`src/rtl/axi_fifo_wr.sv`:
```
// AXI4 write-path buffer: queues AW and W between an upstream master and a downstream slave,
// optionally holding each address until its whole burst is buffered. B passes straight through.
module axi_fifo_wr #(
    parameter int DATA_WIDTH = 32,
    parameter int ADDR_WIDTH = 32,
    parameter int ID_WIDTH   = 8,
    parameter int STRB_WIDTH = DATA_WIDTH / 8,
    parameter int W_DEPTH    = 32,
    parameter int AW_DEPTH   = 4,
    parameter int STORE_FWD  = 0,
    parameter int CW         = $clog2(W_DEPTH) + 1
) (
    input  logic                  clk,
    input  logic                  reset,

    input  logic [ID_WIDTH-1:0]   s_axi_awid,
    input  logic [ADDR_WIDTH-1:0] s_axi_awaddr,
    input  logic [7:0]            s_axi_awlen,
    input  logic [2:0]            s_axi_awsize,
    input  logic [1:0]            s_axi_awburst,
    input  logic                  s_axi_awvalid,
    output logic                  s_axi_awready,
    input  logic [DATA_WIDTH-1:0] s_axi_wdata,
    input  logic [STRB_WIDTH-1:0] s_axi_wstrb,
    input  logic                  s_axi_wlast,
    input  logic                  s_axi_wvalid,
    output logic                  s_axi_wready,
    output logic [ID_WIDTH-1:0]   s_axi_bid,
    output logic [1:0]            s_axi_bresp,
    output logic                  s_axi_bvalid,
    input  logic                  s_axi_bready,

    output logic [ID_WIDTH-1:0]   m_axi_awid,
    output logic [ADDR_WIDTH-1:0] m_axi_awaddr,
    output logic [7:0]            m_axi_awlen,
    output logic [2:0]            m_axi_awsize,
    output logic [1:0]            m_axi_awburst,
    output logic                  m_axi_awvalid,
    input  logic                  m_axi_awready,
    output logic [DATA_WIDTH-1:0] m_axi_wdata,
    output logic [STRB_WIDTH-1:0] m_axi_wstrb,
    output logic                  m_axi_wlast,
    output logic                  m_axi_wvalid,
    input  logic                  m_axi_wready,
    input  logic [ID_WIDTH-1:0]   m_axi_bid,
    input  logic [1:0]            m_axi_bresp,
    input  logic                  m_axi_bvalid,
    output logic                  m_axi_bready,

    output logic [CW-1:0]         w_count
);

    // Handshakes: a transfer occurs on a rising edge where valid && ready; a valid, once
    // raised, holds with stable payload until that edge, and ready never depends on valid.

    localparam int WA = $clog2(W_DEPTH);
    localparam int AA = $clog2(AW_DEPTH);
    localparam int WE = DATA_WIDTH + STRB_WIDTH + 1;
    localparam int AE = ID_WIDTH + ADDR_WIDTH + 8 + 3 + 2;

    logic [WE-1:0] w_mem  [W_DEPTH];
    logic [AE-1:0] aw_mem [AW_DEPTH];

    logic [WA:0]   w_wr_ptr, w_rd_ptr;
    logic [AA:0]   aw_wr_ptr, aw_rd_ptr;
    logic [CW-1:0] w_count_q;
    logic [WA:0]   done_bursts;
    logic          aw_hold;

    logic w_full, w_empty, aw_full, aw_empty;
    logic s_w_hs, m_w_hs, s_aw_hs, m_aw_hs;
    logic burst_in, burst_out, aw_release;
    logic [WE-1:0] w_head;
    logic [AE-1:0] aw_head;

    assign w_full   = (w_wr_ptr[WA] != w_rd_ptr[WA]) && (w_wr_ptr[WA-1:0] == w_rd_ptr[WA-1:0]);
    assign w_empty  = (w_wr_ptr == w_rd_ptr);
    assign aw_full  = (aw_wr_ptr[AA] != aw_rd_ptr[AA]) && (aw_wr_ptr[AA-1:0] == aw_rd_ptr[AA-1:0]);
    assign aw_empty = (aw_wr_ptr == aw_rd_ptr);

    assign s_axi_wready  = !reset && !w_full;
    assign s_axi_awready = !reset && !aw_full;
    assign m_axi_wvalid  = !reset && !w_empty;

    // Cut-through escape: a full W FIFO releases the head address so bursts longer than
    // the FIFO can drain; aw_hold keeps valid asserted if that release condition lapses.
    assign aw_release    = (STORE_FWD == 0) || (done_bursts != '0) || w_full || aw_hold;
    assign m_axi_awvalid = !reset && !aw_empty && aw_release;

    assign s_w_hs  = s_axi_wvalid && s_axi_wready;
    assign m_w_hs  = m_axi_wvalid && m_axi_wready;
    assign s_aw_hs = s_axi_awvalid && s_axi_awready;
    assign m_aw_hs = m_axi_awvalid && m_axi_awready;

    assign burst_in  = s_w_hs && s_axi_wlast;
    assign burst_out = m_aw_hs;

    assign w_head  = w_mem[w_rd_ptr[WA-1:0]];
    assign aw_head = aw_mem[aw_rd_ptr[AA-1:0]];

    assign {m_axi_wdata, m_axi_wstrb, m_axi_wlast} = w_head;
    assign {m_axi_awid, m_axi_awaddr, m_axi_awlen, m_axi_awsize, m_axi_awburst} = aw_head;

    assign w_count = w_count_q;

    assign s_axi_bid    = m_axi_bid;
    assign s_axi_bresp  = m_axi_bresp;
    assign s_axi_bvalid = m_axi_bvalid;
    assign m_axi_bready = s_axi_bready;

    always_ff @(posedge clk) begin
        if (s_w_hs) begin
            w_mem[w_wr_ptr[WA-1:0]] <= {s_axi_wdata, s_axi_wstrb, s_axi_wlast};
        end
        if (s_aw_hs) begin
            aw_mem[aw_wr_ptr[AA-1:0]] <= {s_axi_awid, s_axi_awaddr, s_axi_awlen,
                                          s_axi_awsize, s_axi_awburst};
        end
    end

    always_ff @(posedge clk) begin
        if (reset) begin
            w_wr_ptr  <= '0;
            w_rd_ptr  <= '0;
            aw_wr_ptr <= '0;
            aw_rd_ptr <= '0;
            w_count_q <= '0;
            aw_hold   <= 1'b0;
        end else begin
            if (s_w_hs)  w_wr_ptr  <= w_wr_ptr + 1'b1;
            if (m_w_hs)  w_rd_ptr  <= w_rd_ptr + 1'b1;
            if (s_aw_hs) aw_wr_ptr <= aw_wr_ptr + 1'b1;
            if (m_aw_hs) aw_rd_ptr <= aw_rd_ptr + 1'b1;
            if (s_w_hs && !m_w_hs) begin
                w_count_q <= w_count_q + 1'b1;
            end else if (m_w_hs && !s_w_hs) begin
                w_count_q <= w_count_q - 1'b1;
            end
            aw_hold <= m_axi_awvalid && !m_axi_awready;
        end
    end

    // Completed bursts sitting in the W FIFO whose address has not yet been released.
    always_ff @(posedge clk) begin
        if (reset) begin
            done_bursts <= '0;
        end else if (burst_in && !burst_out) begin
            if (done_bursts != '1) done_bursts <= done_bursts + 1'b1;
        end else if (burst_out && !burst_in) begin
            if (done_bursts != '0) done_bursts <= done_bursts - 1'b1;
        end
    end

endmodule
```
`config.mk`:
```
export PLATFORM = sky130hd
export DESIGN_NAME = axi_fifo_wr
export DESIGN_NICKNAME = d
export VERILOG_FILES = /design/src/rtl/axi_fifo_wr.sv
export SDC_FILE = /design/constraint.sdc
export NUM_CORES = 1
export LEC_CHECK = 0
export CELL_PAD_IN_SITES_DETAIL_PLACEMENT = 1
export CELL_PAD_IN_SITES_GLOBAL_PLACEMENT = 1
export CORE_ASPECT_RATIO = 1.2
export CORE_MARGIN = 3
export CORE_UTILIZATION = 53
export CTS_CLUSTER_DIAMETER = 80
export CTS_CLUSTER_SIZE = 40
export DETAILED_ROUTE_END_ITERATION = 12
export GPL_ROUTABILITY_DRIVEN = 0
export GPL_TIMING_DRIVEN = 0
export PLACE_DENSITY = 0.76
export SYNTH_ARGS = -nofsm -noshare
export SYNTH_HDL_FRONTEND = slang
export SYNTH_SLANG_ARGS = --single-unit
```
`constraint.sdc`:
```
create_clock -name clk -period 4.1 [get_ports clk]
set_input_delay 0.41 -clock clk [delete_from_list [all_inputs] [get_ports clk]]
set_output_delay 0.41 -clock clk [all_outputs]
set_load 0.01 [all_outputs]
```
==> impl_results.md, run 1 <==
- Outcome: complete, no violations
- Final Util: 0.602
- Hold Path Class: in2reg
- R2r setup slk: 0.68 ns
- Clock slew at reported path FFs: 0.13 ns
- Total global routing overflow: 0
- Non-Filler Instances: 4449
- Post-synth design cell area: 54800 um2
- Worst Hold End: w_wr_ptr[4]
- Mean Syn Cell Area: between 15 and 20 um2
- Netlist cell types: 49
- Hold path startpoint: reset
- Vias per inst: between 6 and 7
- Layout area overhead: 11.9%
- Count of final max-slew check failures: 0
- Antenna Nets Post-Route: 0
- Largest net degree at the start of global routing: 55
- Slew margin rel.: 0.0947
- Comb pwr share: 0.091
- Metal2 WL: 76800 um
- DRC violation count after routing: 0
- PwrDens: 416 nW/um2
- Req. time, crit path: 3.69 ns
- Initial DRC Count: 3060
- RSZ-0062 raised after global routing: yes
- Die ar.: 107000 um2
- Worst EP arrival: approximately 3.6 ns
- Worst slew pin tran: 1.35 ns
- Commonest non-fill, non-tap cells in the layout: 1396 x edfxtp_1, 225 x mux2i_1, 205 x clkdlybuf4s50_1
- # nets final: ~3200
- Cell-internal power: 0.0196 W
- Dpl cells: 4364
- Peak VDD IR: about 0.39 mV
- Yosys reg bits: around 1400
- DPL Wire Length: 97200 um
- CTS Buffer Depth: 3
- All-Layer GR Usage: 0.268
- Fmax: roughly 0.25 GHz
- Final wirelength: 144000 um
- FP Rows: 128
- CTS H-tree depth: 2
- Antenna violations before repair: 2
- Wire per inst: 32.3 um
- Clk pwr share: 0.274
- Clock root buffer: clkbuf_16
- Uppermost layer routed: met4
- Synth warnings: 0
- # IOs: 220
- Commonest non-fill, non-tap cell in the layout: edfxtp_1
- Core ar.: around 100000 um2
- WS Path Type: reg2out
- RR Endpoint: w_count[5]
- Net Sw Power: around 0.006 W
- Seq/Total Area, Yosys: 0.776
- P_leak: roughly 18 nW
- Worst slack, placed: 0.238 ns
- Layout fillers: 8656
- Number of CTS-inserted buffers: 49
- Worst Setup Slack, final: roughly 0.052 ns
- Drt pass-1 iters: 6
- Tmin final: 4.05 ns
- Hold depth: 3
- Final setup viols: 0
- Ys async rst share: 0
- CTS Sinks: about 1400
- Setup crit end kind: output port
- Met3 WL post-DR: roughly 7900 um
- Maximum fanout along the worst path: 10
- Syn Nets: approximately 2900
- Die Height: ~360 um
- # port buffers: 206
- Top FF cell, synth: edfxtp_1
- Post-synth EDFFs: 1396
- Max-cap violations: 0
- First-pass GRT wire length: 209000 um
- Hold Slack: 0.343 ns
- CTS tree: built
- Initial core utilization: 0.537
- FF-to-FF Start: w_wr_ptr[4]
- Reg2reg path depth: 12
- Startpoint Class: flip-flop
- Vias in the first global route: 30086
- Post-Synthesis Cells: 2760
- Final Cycle Share: 0.987
- CP max-delay cell: nor2_2
- Ratio of cells with drive above 1 in the final layout: 0.164
- Worst-Skew Late Latency: 0.68 ns
- Critical path's largest stage delay: 0.74 ns
- Width of the chip: 300 um
- Switching Share: 0.231
- Reg power frac: 0.635
- Hold Vio Cnt, Final: 0
- CP cell instances: clkbuf_2, nor2_2, clkbuf_1, nand3_1, nand4_1, clkdlybuf4s50_1
- Via count: roughly 28000
- Clock Skews: 0.0457 ns
- DRT met1 WL: 54400 um
==> how the worst max path moves through the flow <==
stage                     depth (start not counted)         start              end  slack [ns]
final                                             6     flip-flop   m_axi_wdata[1]        0.05
after global routing                              8     flip-flop  m_axi_wdata[10]     -0.0002
after CTS                                         9     flip-flop  m_axi_wdata[28]       0.004
after detailed placement                          7     flip-flop   m_axi_wdata[6]        0.24
after global placement                            5  s_axi_wvalid     w_mem[7][21]       -1.97
after floorplan                                   5   w_wr_ptr[0]     w_mem[15][0]        0.89
==> power by group through the flow <==
stage	combinational [W]	clock, W	sequential, W
2_1_floorplan	0.00111	0	0.0165
3_3_place_gp	0.00222	0	0.0165
3_5_place_dp	0.00234	0	0.0165
4_1_cts	0.00235	0.00709	0.0162
5_1_grt	0.00248	0.00756	0.0162
6_report	0.00233	0.00698	0.0162
==> kinds of logic (layout without fill, tap and decap cells) <==
kind of cell	Yosys count	in the layout	synth area share
compound gates	328	328	0.0387
buf+inv	168	490	0.0163
simple gates	370	370	0.0376
xor+xnor	25	25	0.00399
mux	426	426	0.124
flops	1427	1427	0.776
other cells	0	2	0
fa+ha+maj	16	16	0.00379
==> synthesized netlist by cell type, types with 2 or more instances <==
library cell,count,area [um2]
mux2i_1,225,2250
clkbuf_2,2,10.0
xnor2_1,15,131
nand3_1,78,390
nor2b_1,148,926
buf_6,7,78.8
ha_1,15,188
nor4_1,2,12.5
clkbuf_1,52,195
clkbuf_4,4,30.0
inv_1,8,30.0
nand4_1,42,263
nand2b_1,5,31.3
edfxtp_1,1396,41900
and2_1,7,43.8
a31o_2,2,17.5
a21oi_2,16,140
mux4_2,201,4530
nand3b_1,7,52.6
dfxtp_1,31,621
buf_2,50,250
a21o_1,2,15.0
a31oi_1,3,18.8
buf_4,32,240
buf_1,12,45.0
xor2_1,10,87.6
o21ai_0,2,10.0
a22oi_1,74,556
and2b_1,2,15.0
a211oi_1,75,563
nand2_1,17,63.8
a21oi_1,146,731
nor2_1,56,210
==> flip-flops by register name, indices dropped and copies added, names as in the netlist, named ones only <==
signal and flops:
w_wr_ptr 6, aw_wr_ptr 3, aw_rd_ptr 3, w_count 6
w_mem 1184, aw_mem 212, w_rd_ptr 6
==> repair_timing <==
| item | in CTS | in global routing |
|---|---|---|
| hold buffers | 0 | 0 |
| resized for setup | 39 | 23 |
| setup endpoints to repair | 37 | 30 |
| buffers inserted | 3 | 0 |
| cloned | 0 | 0 |
| pin swaps | 1 | 1 |
| endpoints found under the hold margin | 0 | 0 |
==> layout make-up <==
type | instances | area [um2] | share of cell area
tap | 1365 | 1710 | 0.0278
timing repair buffer | 242 | 2780 | 0.0453
sequential | 1427 | 42500 | 0.693
buffer | 159 | 965 | 0.0157
clock inverter | 30 | 420 | 0.00685
inverter | 8 | 30.0 | 0.000489
antenna | 2 | 5.00 | 0.0000816
multi-input combinational | 1165 | 11600 | 0.190
clock buffer | 51 | 1280 | 0.0208
==> metrics by stage <==
| step | total power [W] | cell area [um2] | setup TNS (ns) |
|---|---|---|---|
| floorplan | 0.0176 | 54800 | 0 |
| detailed placement | 0.0189 | 59500 | 0 |
| global placement | 0.0187 | 58600 | -1595.28 |
| CTS | 0.0256 | 61300 | 0 |
| global route | 0.0262 | 61400 | -0.000242 |
| finish | 0.0255 | 61400 | 0 |
==> worst max-delay path, delay by kind of cell, from the launching register on <==
kind,cells,cell delay (ns)
flops,1,0.33
buf+inv,3,1.32
simple gates,3,1.29
==> layer usage <==
metal / track usage / vias to the layer above
li1: - / 11716
met1: 0.341 / 14989
met2: 0.487 / 1029
met3: 0.0311 / 211
met4: 0.0800 / 0
met5: 0 / -
Note: power is estimated with default switching activity, not from simulation.
==> inputs of run 2 (changes only) <==
--- a/config.mk
+++ b/config.mk
@@ -15,7 +15,7 @@
 export DETAILED_ROUTE_END_ITERATION = 12
 export GPL_ROUTABILITY_DRIVEN = 0
 export GPL_TIMING_DRIVEN = 0
-export PLACE_DENSITY = 0.76
+export PLACE_DENSITY = 0.91
 export SYNTH_ARGS = -nofsm -noshare
 export SYNTH_HDL_FRONTEND = slang
 export SYNTH_SLANG_ARGS = --single-unit
==> run 2 against run 1 <==
  * The run now ends with negative setup slack left
  * Worst setup slack got worse by 0.062 ns
  * Via count increased by 6.4%
  * Largest power group unchanged
  * Cell area decreased by 0.20%
  * Combinational power is 2% higher
  * Hold slack lost 0.052 ns
  * Non-clock buffer count shrank 5
  * Register-to-register slack lost 0.04 ns
  * Global-route usage rose by 2.5 points
  * Clock power down 0.9%
  * Sequential power hardly changed
  * Fmax down 1.5%
  * Core utilization fell by 0.12 points
==> impl_results.md, run 2 (synthesized netlist as in run 1, its figures left out) <==
- Outcome: complete, but fails checks
- Failing checks: negative setup slack
- Switching Share: 0.232
- Vias in the first global route: 30990
- Hold Buf Count CTS: 0
- Max FFs per register: 1184
- Reg2reg path depth: 6
- Clock root buffer: clkbuf_16
- # nets final: 3170
- Final wirelength: around 160000 um
- Initial DRC Count: 4030
- Tmin final: ~4.1 ns
- Drt pass-1 iters: 6
- Hold Vio Cnt, Final: 0
- Placed cell area: 59500 um2
- Final Util: 0.600
- FP Rows: roughly 130
- Hold depth: 3
- CTS Sinks: 1427
- PwrDens: roughly 420 nW/um2
- Antenna Nets Post-Route: 0
- Clock Skews: between 0.03 and 0.04 ns
- Worst Setup Slack, final: -0.00991 ns
- Worst-Skew Late Latency: 0.67 ns
- Wire per inst: 35.7 um
- Slew margin rel.: 0.0988
- CTS tree: built
- All-Layer GR Usage: 0.292
- Antenna Cells: 0
- Peak VDD IR: between 0.5 and 0.6 mV
- Final Cycle Share: 1.00
- Final setup viols: 1
- Req. time, crit path: approximately 3.7 ns
- DRC violation count after routing: 0
- Initial core utilization: 0.537
- Via count: 29730
- CTS Buffer Depth: 3
- WS Path Type: reg2out
- Largest net degree at the start of global routing: 55
- Worst slew pin tran: 1.35 ns
- Final total power: 0.0255 W
- # IOs: 220
- Commonest non-fill, non-tap cell in the layout: edfxtp_1
- Final instance area: 61200 um2
- Number of CTS-inserted buffers: 48
- Max-cap violations: 0
- Hold Path Class: in2reg
- CTS H-tree depth: 2
- RSZ-0062 raised after global routing: yes
- # port buffers: 206
- Layout area overhead: 11.7%
- Cell-internal power: slightly below 0.02 W
- Fmax: 0.243 GHz
- Commonest non-fill, non-tap cells in the layout: 1396 x edfxtp_1, 225 x mux2i_1, 204 x clkdlybuf4s50_1
- Antenna violations before repair: 3
- Clock slew at reported path FFs: 0.13 ns
- Worst slack, placed: 0.0845 ns
- First-pass GRT wire length: 226000 um
- Setup crit end kind: output port
- Worst EP arrival: ~3.7 ns
- Ratio of cells with drive above 1 in the final layout: 0.162
- Total global routing overflow: 0
- Count of final max-slew check failures: 0
- DPL Wire Length: 102000 um
- Die Height: about 360 um
- Width of the chip: 300 um
- Startpoint Class: flip-flop
- Maximum fanout along the worst path: 10
- Die ar.: 107000 um2
- Vias per inst: 6.70
- Reg power frac: 0.635
- Comb pwr share: 0.093
- Setup TNS Final: -0.00991 ns
- Clk pwr share: 0.271
- P_leak: 18.3 nW
- Net Sw Power: 0.00592 W
- Core ar.: 102000 um2
run 2: changes by cell type in the layout (fill, tap and decap cells not counted), moves of 3 or more:
cell / previous run / this run
clkinv_8: 8 / 2
inv_8: 1 / 4
buf_2: 43 / 37
clkinv_2: 4 / 0
clkbuf_2: 25 / 29
clkbuf_1: 28 / 24
buf_6: 9 / 13
inv_12: 3 / 0
run 2: layout make-up:
type / instances / area (um2)
plain buffers: 158 / 988
clock buffers: 51 / 1230
clock inverters: 25 / 377
fillers: 8719 / 40800
inverters: 8 / 30.0
multi-input cells: 1165 / 11600
flip-flops and latches: 1427 / 42500
well taps: 1365 / 1710
repair buffers: 238 / 2720
run 2: timing repair:
| item | CTS | global route |
|---|---|---|
| buffers inserted | 0 | 0 |
| resized for setup | 57 | 20 |
| pin swaps | 2 | 2 |
| endpoints found under the setup margin | 37 | 20 |
run 2: worst paths after layout:
path	from	to	slack, ns
max	flip-flop	m_axi_wstrb[1]	-0.01
min	reset	w_rd_ptr[5]	0.29
max reg2reg	w_wr_ptr[4]	w_mem[3][28]	0.64
min reg2reg	w_count[3]	w_count[3]	0.48
run 2: power groups by stage:
stage	clock (W)	combinational, W	sequential [W]
finish	0.00692	0.00238	0.0162
global route	0.00741	0.00251	0.0162
CTS	0.00694	0.00238	0.0162
detailed placement	0	0.00235	0.0165
global placement	0	0.00221	0.0165
floorplan	0	0.00111	0.0165
run 2: critical path, cell delays in order, from the launching register on:
cell and delay, ns:
dfxtp_1 0.34, clkbuf_2 0.30, buf_4 0.27, buf_6 0.24, buf_4 0.31, mux4_2 0.36, a21oi_1 0.37, nand4_1 0.23
clkdlybuf4s50_1 0.60
run 2: metal layers:
metal,track usage,wire [um],up-vias,part of all wire
met5,0,39,-,0.00025
met4,0.124,7470,6,0.047
met3,0.0483,14100,403,0.089
met2,0.503,80700,2116,0.51
met1,0.372,56000,15515,0.35
li1,-,-,11690,-
run 2: metrics by stage:
| stage | hold WS (ns) | instances |
|---|---|---|
| 2_1_floorplan | 0.492 | 2760 |
| 3_3_place_gp | 0.471 | 4331 |
| 3_5_place_dp | 0.467 | 4363 |
| 4_1_cts | 0.254 | 4438 |
| 5_1_grt | 0.332 | 4437 |
| 6_report | 0.291 | 4437 |
